`config.mk`:
```
export PLATFORM = sky130hd
export DESIGN_NAME = seg_bar_reader_flat
export DESIGN_NICKNAME = d
export VERILOG_FILES = /design/src/rtl/seg_bar_pkg.sv /design/src/rtl/seg_bar_reader_if.sv /design/src/rtl/seg7_pattern_decode.sv /design/src/rtl/seg_bar_reader.sv /design/src/flat_wrapper.sv
export SDC_FILE = /design/constraint.sdc
export NUM_CORES = 1
export LEC_CHECK = 0
export ABC_AREA = 1
export ABC_CLOCK_PERIOD_IN_PS = 4100
export CAP_MARGIN = 20
export CORE_MARGIN = 1.5
export CORE_UTILIZATION = 51
export CTS_CLUSTER_SIZE = 14
export DETAILED_ROUTE_END_ITERATION = 16
export DONT_BUFFER_PORTS = 1
export GPL_ROUTABILITY_DRIVEN = 1
export PLACE_DENSITY = 0.75
export RECOVER_POWER = 100
export SETUP_SLACK_MARGIN = 0.02
export SYNTH_ARGS = -nofsm -noshare
export SYNTH_HDL_FRONTEND = slang
export SYNTH_SLANG_ARGS = --single-unit
```
`constraint.sdc`:
```
create_clock -name clk -period 4.1 [get_ports clk]
set_input_delay 0.615 -clock clk [delete_from_list [all_inputs] [get_ports clk]]
set_output_delay 0.615 -clock clk [all_outputs]
set_load 0.02 [all_outputs]
```
`src/rtl/seg_bar_pkg.sv`:
```
// Shared constants for the seven-segment bar reader: segment codes, segment
// indices, FSM state type and a 4-bit successor helper.
package seg_bar_pkg;

  // Segment codes in {g,f,e,d,c,b,a} order
  localparam logic [6:0] SEG_0     = 7'h3F;
  localparam logic [6:0] SEG_1     = 7'h06;
  localparam logic [6:0] SEG_2     = 7'h5B;
  localparam logic [6:0] SEG_3     = 7'h4F;
  localparam logic [6:0] SEG_4     = 7'h66;
  localparam logic [6:0] SEG_5     = 7'h6D;
  localparam logic [6:0] SEG_6     = 7'h7D;
  localparam logic [6:0] SEG_7     = 7'h07;
  localparam logic [6:0] SEG_8     = 7'h7F;
  localparam logic [6:0] SEG_9     = 7'h6F;
  localparam logic [6:0] SEG_A     = 7'h77;
  localparam logic [6:0] SEG_B     = 7'h7C;
  localparam logic [6:0] SEG_C     = 7'h39;
  localparam logic [6:0] SEG_D     = 7'h5E;
  localparam logic [6:0] SEG_E     = 7'h79;
  localparam logic [6:0] SEG_F     = 7'h71;
  localparam logic [6:0] SEG_BLANK = 7'h00;

  localparam int IDX_A = 0;
  localparam int IDX_B = 1;
  localparam int IDX_C = 2;
  localparam int IDX_D = 3;
  localparam int IDX_E = 4;
  localparam int IDX_F = 5;
  localparam int IDX_G = 6;

  typedef enum logic {
    ST_SETTLE = 1'b0,
    ST_DONE   = 1'b1
  } rd_state_e;

  function automatic logic [3:0] inc4(input logic [3:0] v);
    return v + 4'd1;
  endfunction

endpackage

```
`src/rtl/seg_bar_reader_if.sv`:
```
// Seven-segment bar bus: seven 24-bit colour buses from the controller plus
// the reader's recovered digit and status pulses.
interface seg_bar_if #(
  parameter int CNT_W = 8
);
  logic [23:0]      bar_0;
  logic [23:0]      bar_1;
  logic [23:0]      bar_2;
  logic [23:0]      bar_3;
  logic [23:0]      bar_4;
  logic [23:0]      bar_5;
  logic [23:0]      bar_6;
  logic [3:0]       digit;
  logic             digit_valid;
  logic             bad_pattern;
  logic             seq_error;
  logic [CNT_W-1:0] accept_count;

  modport master (
    output bar_0, bar_1, bar_2, bar_3, bar_4, bar_5, bar_6,
    input  digit, digit_valid, bad_pattern, seq_error, accept_count
  );

  modport slave (
    input  bar_0, bar_1, bar_2, bar_3, bar_4, bar_5, bar_6,
    output digit, digit_valid, bad_pattern, seq_error, accept_count
  );
endinterface

```
`src/rtl/seg7_pattern_decode.sv`:
```
// Combinational seven-segment pattern to hex value decoder; valid is low for
// any pattern outside the sixteen digit glyphs (including blank).
module seg7_pattern_decode
  import seg_bar_pkg::*;
(
  input  logic [6:0] seg_i,
  output logic [3:0] value_o,
  output logic       valid_o
);

  always_comb begin
    value_o = 4'h0;
    valid_o = 1'b1;
    case (seg_i)
      SEG_0:   value_o = 4'h0;
      SEG_1:   value_o = 4'h1;
      SEG_2:   value_o = 4'h2;
      SEG_3:   value_o = 4'h3;
      SEG_4:   value_o = 4'h4;
      SEG_5:   value_o = 4'h5;
      SEG_6:   value_o = 4'h6;
      SEG_7:   value_o = 4'h7;
      SEG_8:   value_o = 4'h8;
      SEG_9:   value_o = 4'h9;
      SEG_A:   value_o = 4'hA;
      SEG_B:   value_o = 4'hB;
      SEG_C:   value_o = 4'hC;
      SEG_D:   value_o = 4'hD;
      SEG_E:   value_o = 4'hE;
      SEG_F:   value_o = 4'hF;
      default: valid_o = 1'b0;
    endcase
  end

endmodule

```
`src/rtl/seg_bar_reader.sv`:
```
// Recovers hex digits from seven segment colour buses: debounces the lit
// pattern, decodes it once per stable run and checks digits count up mod 16.
module seg_bar_reader
  import seg_bar_pkg::*;
#(
  parameter int          STABLE_CYCLES = 3,
  parameter logic [23:0] ON_MASK       = 24'hFFFFFF,
  parameter int          CNT_W         = 8
) (
  input  logic     clk,
  input  logic     rst,
  seg_bar_if.slave bus
);

  localparam int             SC_W   = $clog2(STABLE_CYCLES + 1);
  localparam logic [SC_W-1:0] SC_MAX = SC_W'(STABLE_CYCLES);
  localparam logic [SC_W-1:0] SC_HIT = SC_W'(STABLE_CYCLES - 1);

  logic [23:0] bar_arr [7];
  logic [6:0]  seg_now;

  assign bar_arr[IDX_A] = bus.bar_0;
  assign bar_arr[IDX_B] = bus.bar_1;
  assign bar_arr[IDX_C] = bus.bar_2;
  assign bar_arr[IDX_D] = bus.bar_3;
  assign bar_arr[IDX_E] = bus.bar_4;
  assign bar_arr[IDX_F] = bus.bar_5;
  assign bar_arr[IDX_G] = bus.bar_6;

  genvar gi;
  generate
    for (gi = 0; gi < 7; gi++) begin : g_lit
      assign seg_now[gi] = |(bar_arr[gi] & ON_MASK);
    end
  endgenerate

  logic [3:0] dec_value;
  logic       dec_valid;

  seg7_pattern_decode u_decode (
    .seg_i   (seg_now),
    .value_o (dec_value),
    .valid_o (dec_valid)
  );

  rd_state_e        state_q, state_d;
  logic [6:0]       seg_q;
  logic [SC_W-1:0]  stab_q, stab_d;
  logic [6:0]       last_acc_q, last_acc_d;
  logic             have_prev_q, have_prev_d;
  logic [3:0]       digit_q, digit_d;
  logic             valid_q, valid_d;
  logic             bad_q, bad_d;
  logic             seq_q, seq_d;
  logic [CNT_W-1:0] count_q, count_d;

  logic changed;
  logic eligible;
  logic repeat_p;
  logic accept;

  always_comb begin
    changed  = (seg_now != seg_q);
    repeat_p = (seg_now == last_acc_q);

    if (changed)               stab_d = '0;
    else if (stab_q == SC_MAX) stab_d = stab_q;
    else                       stab_d = stab_q + SC_W'(1);

    // A change while DONE reopens the run on the same edge, so a
    // single-cycle stability window still gets its acceptance.
    eligible = (state_q == ST_SETTLE) || changed;
    accept   = eligible && (stab_d == SC_HIT) && !repeat_p;

    state_d = state_q;
    if (eligible) state_d = (accept || repeat_p) ? ST_DONE : ST_SETTLE;

    last_acc_d  = last_acc_q;
    have_prev_d = have_prev_q;
    digit_d     = digit_q;
    valid_d     = 1'b0;
    bad_d       = 1'b0;
    seq_d       = 1'b0;
    count_d     = count_q;

    if (accept) begin
      last_acc_d = seg_now;
      if (seg_now == SEG_BLANK) begin
        // blank only clears last_acc so the same digit can be re-accepted
      end else if (dec_valid) begin
        digit_d     = dec_value;
        valid_d     = 1'b1;
        seq_d       = have_prev_q && (dec_value != inc4(digit_q));
        count_d     = count_q + CNT_W'(1);
        have_prev_d = 1'b1;
      end else begin
        bad_d       = 1'b1;
        have_prev_d = 1'b0;
      end
    end
  end

  always_ff @(posedge clk or negedge rst) begin
    if (!rst) begin
      state_q     <= ST_SETTLE;
      seg_q       <= SEG_BLANK;
      stab_q      <= '0;
      last_acc_q  <= SEG_BLANK;
      have_prev_q <= 1'b0;
      digit_q     <= 4'h0;
      valid_q     <= 1'b0;
      bad_q       <= 1'b0;
      seq_q       <= 1'b0;
      count_q     <= '0;
    end else begin
      state_q     <= state_d;
      seg_q       <= seg_now;
      stab_q      <= stab_d;
      last_acc_q  <= last_acc_d;
      have_prev_q <= have_prev_d;
      digit_q     <= digit_d;
      valid_q     <= valid_d;
      bad_q       <= bad_d;
      seq_q       <= seq_d;
      count_q     <= count_d;
    end
  end

  assign bus.digit        = digit_q;
  assign bus.digit_valid  = valid_q;
  assign bus.bad_pattern  = bad_q;
  assign bus.seq_error    = seq_q;
  assign bus.accept_count = count_q;

endmodule

```
`src/flat_wrapper.sv`:
```
// flat-port wrapper written by rule: the top's interface ports become plain ports
module seg_bar_reader_flat import seg_bar_pkg::*;
#(
  parameter int          STABLE_CYCLES = 3,
  parameter logic [23:0] ON_MASK       = 24'hFFFFFF,
  parameter int          CNT_W         = 8
)
  (clk, rst, bus_bar_0, bus_bar_1, bus_bar_2, bus_bar_3, bus_bar_4, bus_bar_5, bus_bar_6, bus_digit, bus_digit_valid, bus_bad_pattern, bus_seq_error, bus_accept_count);
  seg_bar_if #(.CNT_W(CNT_W)) bus_i ();
  input  logic clk;
  input  logic rst;
  input wire logic [$bits(bus_i.bar_0)-1:0] bus_bar_0;
  input wire logic [$bits(bus_i.bar_1)-1:0] bus_bar_1;
  input wire logic [$bits(bus_i.bar_2)-1:0] bus_bar_2;
  input wire logic [$bits(bus_i.bar_3)-1:0] bus_bar_3;
  input wire logic [$bits(bus_i.bar_4)-1:0] bus_bar_4;
  input wire logic [$bits(bus_i.bar_5)-1:0] bus_bar_5;
  input wire logic [$bits(bus_i.bar_6)-1:0] bus_bar_6;
  output wire logic [$bits(bus_i.digit)-1:0] bus_digit;
  output wire logic [$bits(bus_i.digit_valid)-1:0] bus_digit_valid;
  output wire logic [$bits(bus_i.bad_pattern)-1:0] bus_bad_pattern;
  output wire logic [$bits(bus_i.seq_error)-1:0] bus_seq_error;
  output wire logic [$bits(bus_i.accept_count)-1:0] bus_accept_count;
  assign bus_i.bar_0 = bus_bar_0;
  assign bus_i.bar_1 = bus_bar_1;
  assign bus_i.bar_2 = bus_bar_2;
  assign bus_i.bar_3 = bus_bar_3;
  assign bus_i.bar_4 = bus_bar_4;
  assign bus_i.bar_5 = bus_bar_5;
  assign bus_i.bar_6 = bus_bar_6;
  assign bus_digit = bus_i.digit;
  assign bus_digit_valid = bus_i.digit_valid;
  assign bus_bad_pattern = bus_i.bad_pattern;
  assign bus_seq_error = bus_i.seq_error;
  assign bus_accept_count = bus_i.accept_count;
  seg_bar_reader #(.STABLE_CYCLES(STABLE_CYCLES), .ON_MASK(ON_MASK), .CNT_W(CNT_W)) u_core (.clk(clk), .rst(rst), .bus(bus_i));
endmodule
```
==> results of run 1 <==
## worst paths after layout
path | to | slack (ns) | from | cells after the start
max | u_core.bus.digit[3] | 1.35 | bus_bar_6[9] | 12
min | u_core.bus.accept_count[7] | 0.02 | rst | 0
max reg2reg | u_core.bus.digit[3] | 1.98 | u_core.seg_q[2] | 8
min reg2reg | u_core.have_prev_q | 0.50 | u_core.have_prev_q | 2
max in group asynchronous | u_core.last_acc_q[2] | 4.00 | rst | 0
min in group clk | u_core.have_prev_q | 0.50 | u_core.have_prev_q | 2
## routing by layer
layer | part of all wire, % | vias to the layer above | track usage, %
met3 | 5.9 | 8 | 3.53
met1 | 41 | 1241 | 23.8
met2 | 52 | 136 | 41.5
met4 | 1.3 | 0 | 5.36
li1 | - | 1419 | -
met5 | 0 | - | 0
## cell type report
| class | instances | area (sq um) |
|---|---|---|
| Clock buffer | 5 | 68.8 |
| Clock inverter | 3 | 65.1 |
| Fill cell | 540 | 2480 |
| Inverter | 29 | 109 |
| Multi-Input combinational cell | 392 | 1830 |
| Sequential cell | 33 | 826 |
| Tap cell | 72 | 90.1 |
## state kept, by name (all words and copies together) (netlist names)
signal / count
u_core.have_prev_q: 1
u_core.stab_q: 2
u_core.bus.digit_valid: 1
u_core.bus.digit: 4
u_core.last_acc_q: 7
u_core.bus.bad_pattern: 1
u_core.bus.seq_error: 1
u_core.bus.accept_count: 8
u_core.state_q: 1
u_core.seg_q: 7
## through the flow
| step | hold slack [ns] | cell area (sq um) |
|---|---|---|
| final | 0.0195 | 2990 |
| after global routing | 0.00865 | 2990 |
| after CTS | 0.0137 | 3060 |
| after detailed placement | 0.320 | 2930 |
| after global placement | 0.320 | 2930 |
| after floorplan | 0.319 | 2860 |
## worst max-delay path: cells and delay by family
| kind | cells | cell delay, ns |
|---|---|---|
| XOR/XNOR | 1 | 0.30 |
| AND/OR/NAND/NOR | 9 | 1.62 |
| AO/OA/AOI/OAI | 1 | 0.32 |
| buffers and inverters | 1 | 0.08 |
## synthesized netlist by cell type (all sizes together), types with 2 or more instances
| cell type | instances | share of area (%) |
|---|---|---|
| nor2 | 162 | 25 |
| nand2 | 151 | 21 |
| nand3 | 36 | 9.6 |
| dfrtp | 33 | 29 |
| inv | 29 | 3.8 |
| xnor2 | 12 | 3.7 |
| o21ai | 8 | 1.7 |
| a21oi | 7 | 1.4 |
| xor2 | 5 | 1.5 |
| nor3 | 3 | 0.52 |
| buf | 2 | 0.79 |
| ha | 2 | 0.87 |
| nand4 | 2 | 0.44 |
## power groups by stage
stage               clock [mW]  combinational (mW)  sequential (mW)
detailed placement           0              0.0282            0.332
CTS                      0.366              0.0283            0.326
global placement             0              0.0269            0.332
global route             0.378              0.0325            0.325
floorplan                    0              0.0253            0.332
finish                   0.362              0.0273            0.326
## logic make-up (layout without fill, tap and decap cells)
family          Yosys count  after routing
compound gates           16             16
flops                    33             33
buf+inv                  31             37
xor+xnor                 17             17
simple gates            357            357
fa+ha+maj                 2              2
==> reports/metrics.cfg, run 1 <==
[status]
status = complete, no violations

[placement]
io_buffers = 0
dpl.hpwl_mm = 5.14
place.gp.congestion = 0.966
place_ws_ns = 1.62
placedCellCount = 526

[clocking]
cts_tree = built
cts_root_buf = clkbuf_8
cts_resized = 0
ctsLongestPathBuffers = 2
cts_sinks = 33
clk_pin_slew_ns = 0.07
htree_num_levels = 2
numCtsBuffers = 5
clock_latency_ns = 0.28
cts_setup_buffers = 0
ctsHoldBuffers = 0

[worst_setup_path]
worstPathCellList = nor2_1, nand2_1, nor2_2, nand3_1, xor2_1, inv_1, nand3_1, nor2_1, nand3_4, nor2_8, nand2_1, o21ai_0
start_kind = input port
cp_data_arrival_time_ns = 2.94
critical_path_class = input port to flip-flop
path_max_fanout = 18
end_kind = flip-flop
critPathSlowestCell = nand3_1
slowest_delay_ns = 0.39
required_ns = 4.29

[yosys]
synthesis.nets = 628
yosys.area_share.simple_pct = 57.2
yosysSeqAreaShare_pct = 28.8
syn_area_sq_mm = 0.00286
synth_edf_count = 0
synthMuxAreaShare_pct = 0
synth_xor_area_share_pct = 5.20
synth_top_family_by_area = simple AND/OR/NAND/NOR gates
ys.flop_type = dfrtp_1
syn_avg_cell_area_sq_um = 6.28
yosys.area_share.adder_pct = 0.874
syn_inst = 456
ys_warn_count = 0
async_flop_share_pct = 100
yosys.cell_types.count = 28
ys_seq_elements = 33
synth_compound_area_share_pct = 3.28

[power_and_ir_drop]
pwr-share-comb_pct = 3.8
power_uw = 715
power.density_mw_per_mm2 = 239
seqPwrFrac_pct = 45.5
switching_share_pct = 18.8
vdd_drop_max_mv = 0.195
power_frac_clock_pct = 50.6
cell_internal_pwr_uw = 580
leakage_nw = 1.43
p_sw_uw = 134

[sta]
drv_slew = 0
max_freq_mhz = 364
layout_min_cycle_time_ns = 2.75
finClkSkew_ns = 0.00561
finalCritPeriodShare_pct = 67.0
setup_tns_ns = 0
worstMarginPinSlew_ns = 0.530
slew_headroom_pct = 64.6
rsz0062_at_grt = no
finalWorstSetupSlack_ns = 1.35
hold_viol = 0
setup_viol = 0

[layout]
drive_gt1_share_pct = 10.2
final_util_pct = 54.7
diodes = 0
final_common_cell = nand2_1
layout_common_cells = nand2_1, nor2_1, dfrtp_1
nNetsFinal = 633
area_delta_synth_final_pct = 4.50
stdcell_count = 534

[global_routing]
grtUsageTotal_pct = 21.4
grt_pass1_vias = 2693
grt_pass1_wl_mm = 10.6
grt_max_degree = 34
antenna_found_initial = 0
grt_overflow = 0

[die]
std_cell_rows = 27
start_util_pct = 52.3
coreArea_sq_mm = 0.00547
die_area_sq_mm = 0.00607
die_y_um = 77.9
ios = 185
die_x_um = 77.9

[route]
drt_iter0_drc = 91
routed_via_density = 5.25
vias = 2804
drtAntennaViolNets = 0
drc = 0
totalWireLength_mm = 6.29
first_pass_iters = 4
wire_per_inst_um = 11.8

[flow_run]
maxCapViolCount = 0

[hold_path]
hold_class = input port to asynchronous set/reset pin

Note: power is estimated with default switching activity, not from simulation.
==> run 2, diff against run 1 <==
--- a/config.mk
+++ b/config.mk
@@ -5,16 +5,16 @@
 export SDC_FILE = /design/constraint.sdc
 export NUM_CORES = 1
 export LEC_CHECK = 0
-export ABC_AREA = 1
-export ABC_CLOCK_PERIOD_IN_PS = 4100
+export ABC_AREA = 0
+export ABC_CLOCK_PERIOD_IN_PS = 2500
 export CAP_MARGIN = 20
-export CORE_MARGIN = 1.5
-export CORE_UTILIZATION = 51
+export CORE_AREA = 2 2 71 73
 export CTS_CLUSTER_SIZE = 14
 export DETAILED_ROUTE_END_ITERATION = 16
+export DIE_AREA = 0 0 73 75
 export DONT_BUFFER_PORTS = 1
 export GPL_ROUTABILITY_DRIVEN = 1
-export PLACE_DENSITY = 0.75
+export PLACE_DENSITY = 0.77
 export RECOVER_POWER = 100
 export SETUP_SLACK_MARGIN = 0.02
 export SYNTH_ARGS = -nofsm -noshare
==> constraint.sdc (replaced) <==
create_clock -name clk -period 2.5 [get_ports clk]
set_input_delay 0.375 -clock clk [delete_from_list [all_inputs] [get_ports clk]]
set_output_delay 0.375 -clock clk [all_outputs]
set_load 0.02 [all_outputs]
==> run 2 against run 1 <==
Net effect: largest cell class unchanged; worst setup slack worse by 1.4 ns; clock skew down 0.0042 ns; clock power up 8.8%; final area up 0.46%; core utilization up 9.8 points; non-clock buffer count up 52; final cell count down 32%; the flow now finishes with violations (capacitance limit, slew limit, setup timing); global-route usage up 3.6 points; clock-buffer cell count unchanged.
==> reports/metrics.cfg, run 2 <==
[layout]
area_delta_synth_final_pct = 28.0
layout_common_cells = buf_4, dfrtp_1, nor4_1
largest_reg_flops = 8  ; unchanged
final.fill_count = 380  ; -30%
stdcell_count = 363  ; -32%
stdcell_area_sq_mm = 0.00301  ; +0.46%
final_util_pct = 64.5  ; +9.8 points
drive_gt1_share_pct = 37.2  ; +27 points
diodes = 0  ; unchanged
final_common_cell = buf_4
nNetsFinal = 480  ; -24%

[route]
first_pass_iters = 4  ; unchanged
wire_per_inst_um = 19.3  ; +64%
drc = 0  ; unchanged
drt_iter0_drc = 132  ; +45%
totalWireLength_mm = 7.00  ; +11%
vias = 2337  ; -17%
routed_via_density = 6.44  ; +23%
drtAntennaViolNets = 0  ; unchanged

[clocking]
cts_sinks = 33  ; unchanged
htree_num_levels = 2  ; unchanged
cts_root_buf = clkbuf_8
numCtsBuffers = 5  ; unchanged
ctsLongestPathBuffers = 2  ; unchanged
clk_pin_slew_ns = 0.07  ; about the same
cts_tree = built
clock_latency_ns = 0.28  ; about the same

[sta]
slew_headroom_pct = -16.0  ; -81 points
rsz0062_at_grt = yes
finClkSkew_ns = 0.00139  ; -0.00422 ns
layout_min_cycle_time_ns = 2.56
finalWorstSetupSlack_ns = -0.0575  ; -1.41 ns
setup_tns_ns = -0.177  ; -0.177 ns
holdWs_ns = 0.400  ; +0.381 ns
worstMarginPinSlew_ns = 1.74  ; +1.21 ns
setup_viol = 5  ; +5
drv_slew = 34  ; +34
hold_viol = 0  ; unchanged
finalCritPeriodShare_pct = 102
max_freq_mhz = 391

[power_and_ir_drop]
p_sw_uw = 220  ; +64%
power.density_mw_per_mm2 = 320  ; +34%
cell_internal_pwr_uw = 742  ; +28%
switching_share_pct = 22.9  ; +4.1 points
pwr-share-comb_pct = 3.5  ; -0.3 points
power_frac_clock_pct = 41.0  ; -9.6 points
vdd_drop_max_mv = 0.239  ; +23%
leakage_nw = 1.16  ; -19%
seqPwrFrac_pct = 55.5  ; +10 points
power_uw = 962  ; +35%

[worst_setup_path]
end_kind = flip-flop
path_max_fanout = 10  ; -8
cp_data_arrival_time_ns = 2.71  ; -0.23 ns
critical_path_class = input port to flip-flop
start_kind = input port
required_ns = 2.66  ; -1.63 ns

[status]
status = complete, but fails checks
violations = capacitance limit, slew limit, setup timing

[yosys]
synth_common_cells = nor4_1, dfrtp_1, nand2_1, xnor2_1, nor2_1
syn_avg_cell_area_sq_um = 9.17  ; +46%
synthesis.nets = 428  ; -32%
async_flop_share_pct = 100  ; unchanged
ys_top_cells_by_area = dfrtp_1, nor4_1, xnor2_1, and4_1, nand4_1
yosys.cell_types.count = 55  ; +96%
synth_area_leader_cell = dfrtp_1
synth_most_common_cell = nor4_1
yosysTopAreaCellShare_pct = 35.2  ; +6.3 points
synth_edf_count = 0  ; unchanged
yosysSeqAreaShare_pct = 35.2  ; +6.3 points
ys_seq_elements = 33  ; unchanged
ys_warn_count = 0  ; unchanged
syn_inst = 256  ; -44%
syn_area_sq_mm = 0.00235  ; -18%
ys.flop_type = dfrtp_1

[global_routing]
grt_max_degree = 34  ; unchanged
grt_pass1_wl_mm = 10.4  ; -2.4%
grt_overflow = 0  ; unchanged
antenna_found_initial = 0  ; unchanged
grt_pass1_vias = 2340  ; -13%
grtUsageTotal_pct = 24.9  ; +3.6 points

[die]
die_area_sq_mm = 0.00548  ; -9.8%
ios = 185  ; unchanged
coreArea_sq_mm = 0.00466  ; -15%
start_util_pct = 50.4  ; -1.9 points
die_y_um = 75  ; -3.7%
std_cell_rows = 25  ; -7.4%
die_x_um = 73  ; -6.3%

[flow_run]
maxCapViolCount = 1  ; +1

[placement]
io_buffers = 0  ; unchanged
place_area_sq_mm = 0.00273  ; -6.8%
dpl.hpwl_mm = 5.71  ; +11%
place_ws_ns = -0.473  ; -2.10 ns
place.gp.congestion = 0.961  ; -0.42%
placedCellCount = 346  ; -34%

[hold_path]
hold_class = input port to flip-flop

## run 2: cell count changes after synthesis, sizes merged, moves of 7 or more
cell   change
nand3     -26
and4      +10
nor3       +8
inv       -19
nor2     -145
and2       +7
nor4      +39
nand4     +10
nand2    -134
or4       +10
## run 2: per-layer routing
| metal | share of wire [%] | vias to the layer above | global-route usage [%] | routed length, um |
|---|---|---|---|---|
| met3 | 6.4 | 9 | 3.75 | 449 |
| met4 | 1.6 | 0 | 8.02 | 111 |
| met5 | 0 | - | 0 | 0 |
| met2 | 51 | 128 | 44.6 | 3580 |
| li1 | - | 1095 | - | - |
| met1 | 41 | 1105 | 30.9 | 2860 |
## run 2: timing repair
| action | in CTS | in global routing |
|---|---|---|
| buffers inserted | 4 | 3 |
| endpoints found under the hold margin | 33 | 0 |
| endpoints found under the setup margin | 11 | 15 |
| pin swaps | 7 | 7 |
| hold buffers | 2 | 0 |
| resized for setup | 14 | 15 |
## run 2: layout make-up
| cell class | instances | area [sq um] | share of cell area (%) |
|---|---|---|---|
| clock buffers | 5 | 68.8 | 2.29 |
| clock inverters | 3 | 17.5 | 0.583 |
| inverters | 11 | 53.8 | 1.79 |
| multi-input cells | 205 | 1570 | 52.3 |
| flip-flops and latches | 33 | 826 | 27.5 |
| well taps | 54 | 67.6 | 2.25 |
| repair buffers | 52 | 399 | 13.3 |
## run 2: worst max-delay path: stages
cell	delay, ns
or4_4	0.53
nor2_4	0.13
a21oi_2	0.06
nor4b_2	0.31
nand4_1	0.18
a311o_1	0.32
or2_4	0.24
nand2b_4	0.17
clkinv_8	0.08
nand4_1	0.14
xnor2_1	0.17
## run 2: final timing paths
kind                             startpoint                    endpoint  slack [ns]  cells after the start
hold reg to reg            u_core.stab_q[0]            u_core.stab_q[0]        0.50                      1
max in group asynchronous               rst        u_core.last_acc_q[3]        0.41                      2
min in group asynchronous               rst  u_core.bus.accept_count[7]        1.09                      2
setup / recovery              bus_bar_5[11]  u_core.bus.accept_count[3]       -0.06                     11
setup reg to reg            u_core.seg_q[5]  u_core.bus.accept_count[3]        0.17                      9
hold / removal                bus_bar_1[11]             u_core.seg_q[1]        0.40                      4
## run 2: cell families (layout without fill, tap and decap cells)
family,Yosys count,in the layout,synth area share (%)
and+or+nand+nor,145,145,40.4
AOI/OAI and AO/OA,35,35,9.75
DFF,33,33,35.2
xor gates and xnor gates,21,21,8.15
buffers and inverters,18,71,4.53
adders and majority gates,2,2,1.07
muxes,2,2,0.959
## run 2: power groups by stage
stage | Sequential, mW | Combinational (mW) | Clock, mW
after global placement | 0.544 | 0.0194 | 0
after floorplan | 0.544 | 0.0172 | 0
after global routing | 0.533 | 0.0381 | 0.426
final | 0.534 | 0.0337 | 0.394
after detailed placement | 0.544 | 0.0201 | 0
after CTS | 0.534 | 0.0364 | 0.403
==> run 3, diff against run 2 <==
--- a/config.mk
+++ b/config.mk
@@ -16,7 +16,7 @@
 export GPL_ROUTABILITY_DRIVEN = 1
 export PLACE_DENSITY = 0.77
 export RECOVER_POWER = 100
-export SETUP_SLACK_MARGIN = 0.02
 export SYNTH_ARGS = -nofsm -noshare
 export SYNTH_HDL_FRONTEND = slang
 export SYNTH_SLANG_ARGS = --single-unit
+export TNS_END_PERCENT = 10
==> run 3 against run 2 <==
Net effect: the flow still finishes with violations (capacitance limit, slew limit, setup timing); worst setup slack got worse by 0.0061 ns; via count rose by 3.3%; global-route usage barely moved; combinational power barely moved; largest cell class unchanged.
==> reports/metrics.cfg, run 3 (synthesis gave the netlist of run 2 again) <==
[die]
die_x_um = 73  ; unchanged
die_y_um = 75  ; unchanged
std_cell_rows = 25  ; unchanged
start_util_pct = 50.4  ; unchanged
ios = 185  ; unchanged
coreArea_sq_mm = 0.00466  ; unchanged
die_area_sq_mm = 0.00548  ; unchanged

[sta]
setup_tns_ns = -0.283  ; -0.106 ns
hold_viol = 0  ; unchanged
finalCritPeriodShare_pct = 103  ; +0.24 points
slew_headroom_pct = -21.0  ; -5.0 points
setup_viol = 8  ; +3
drv_slew = 34  ; unchanged
rsz0062_at_grt = yes
finalWorstSetupSlack_ns = -0.0635  ; -0.00606 ns
layout_min_cycle_time_ns = 2.56  ; +0.00606 ns
max_freq_mhz = 390  ; -0.24%
finClkSkew_ns = 0.00752  ; +0.00614 ns
worstMarginPinSlew_ns = 1.82  ; +0.0753 ns
holdWs_ns = 0.503  ; +0.103 ns

[placement]
io_buffers = 0  ; unchanged
place.gp.congestion = 0.937  ; -2.5%
dpl.hpwl_mm = 5.88  ; +3.0%
placedCellCount = 355  ; +2.6%

[layout]
final.fill_count = 369  ; -2.9%
area_delta_synth_final_pct = 29.0
final_common_cell = buf_4
nNetsFinal = 491  ; +2.3%
diodes = 0  ; unchanged
stdcell_count = 374  ; +3.0%
final_util_pct = 65.0  ; +0.54 points
layout_common_cells = buf_4, nor4_1, dfrtp_1
largest_reg_flops = 8  ; unchanged
drive_gt1_share_pct = 36.3  ; -0.97 points

[power_and_ir_drop]
power_uw = 963  ; +0.14%
leakage_nw = 1.19  ; +3.2%
vdd_drop_max_mv = 0.200  ; -16%
power.density_mw_per_mm2 = 318  ; -0.68%

[clocking]
cts_root_buf = clkbuf_8
clk_pin_slew_ns = 0.07  ; about the same
clock_latency_ns = 0.29  ; about the same
htree_num_levels = 2  ; unchanged
cts_tree = built
numCtsBuffers = 5  ; unchanged
ctsLongestPathBuffers = 2  ; unchanged
cts_sinks = 33  ; unchanged

[global_routing]
grt_pass1_wl_mm = 10.2  ; -1.5%
grt_pass1_vias = 2245  ; -4.1%
grt_overflow = 0  ; unchanged
grt_max_degree = 34  ; unchanged
antenna_found_initial = 0  ; unchanged
grtUsageTotal_pct = 24.9  ; about the same

[status]
violations = capacitance limit, slew limit, setup timing
status = complete, but fails checks

[route]
drtAntennaViolNets = 0  ; unchanged
vias = 2415  ; +3.3%
first_pass_iters = 4  ; unchanged
routed_via_density = 6.46  ; +0.30%
drt_iter0_drc = 128  ; -3.0%
wire_per_inst_um = 19.5  ; +1.4%
drc = 0  ; unchanged
totalWireLength_mm = 7.31  ; +4.4%

[worst_setup_path]
cp_data_arrival_time_ns = 2.72  ; about the same
end_kind = flip-flop
start_kind = input port
critical_path_class = input port to flip-flop
required_ns = 2.66  ; about the same
path_max_fanout = 11  ; +1

[hold_path]
hold_class = flip-flop to flip-flop

[flow_run]
maxCapViolCount = 1  ; unchanged

[run 3: changes by cell type in the layout (fill, tap and decap cells not counted), sizes merged]
| cell | before | now |
|---|---|---|
| buf | 46 | 61 |
| clkbuf | 10 | 6 |
[run 3: path summary, 6_finish.rpt]
kind | from | to | slack, ns | cells after the start
hold reg to reg | u_core.stab_q[0] | u_core.stab_q[0] | 0.50 | 1
hold / removal | u_core.stab_q[0] | u_core.stab_q[0] | 0.50 | 1
max in group asynchronous | rst | u_core.seg_q[5] | 0.33 | 2
min in group asynchronous | rst | u_core.bus.accept_count[6] | 1.11 | 2
setup / recovery | bus_bar_0[5] | u_core.bus.accept_count[3] | -0.06 | 12
setup reg to reg | u_core.seg_q[2] | u_core.bus.accept_count[3] | 0.21 | 9
[run 3: through the flow]
| step | worst slack [ns] | instance area [sq um] |
|---|---|---|
| floorplan | -0.347 | 2380 |
| global placement | -0.400 | 2770 |
| detailed placement | -0.429 | 2770 |
| CTS | -0.0466 | 3000 |
| global route | -0.192 | 3030 |
| finish | -0.0635 | 3030 |
[run 3: what timing repair did]
| action | in CTS | in global routing |
|---|---|---|
| hold endpoints to repair | 33 | 0 |
| endpoints found under the setup margin | 12 | 15 |
| pin swaps | 10 | 5 |
| hold buffers | 2 | 0 |
| setup buffers | 6 | 3 |
| resized for setup | 17 | 8 |
[run 3: final cells by class]
| cell class | instances | area (sq um) | area share, % |
|---|---|---|---|
| Multi-Input combinational cell | 205 | 1530 | 50.3 |
| Sequential cell | 33 | 826 | 27.3 |
| Timing Repair Buffer | 63 | 472 | 15.6 |
| Clock buffer | 5 | 68.8 | 2.27 |
| Tap cell | 54 | 67.6 | 2.23 |
| Inverter | 11 | 53.8 | 1.78 |
| Clock inverter | 3 | 17.5 | 0.578 |
[run 3: critical path, cell delays in order]
cell	delay [ns]
or4_4	0.53
nor2_4	0.13
and2_4	0.20
buf_4	0.13
xnor2_1	0.12
nor2_1	0.08
a311o_1	0.37
or2_4	0.24
nand2b_4	0.17
clkinv_8	0.08
nand4_1	0.12
xnor2_1	0.17
[run 3: routing by layer]
metal,global-route usage [%],vias up,share of wire (%)
li1,-,1114,-
met1,33.0,1136,42
met2,40.0,146,47
met3,5.09,19,8.1
met4,10.3,0,3.0
met5,0,-,0
[run 3: report_power, final]
part           switching, mW  internal, mW  total [mW]
Clock                  0.204         0.192       0.396
Combinational         0.0179        0.0159      0.0339
Sequential        0.00000107         0.534       0.534
Total                  0.222         0.742       0.963
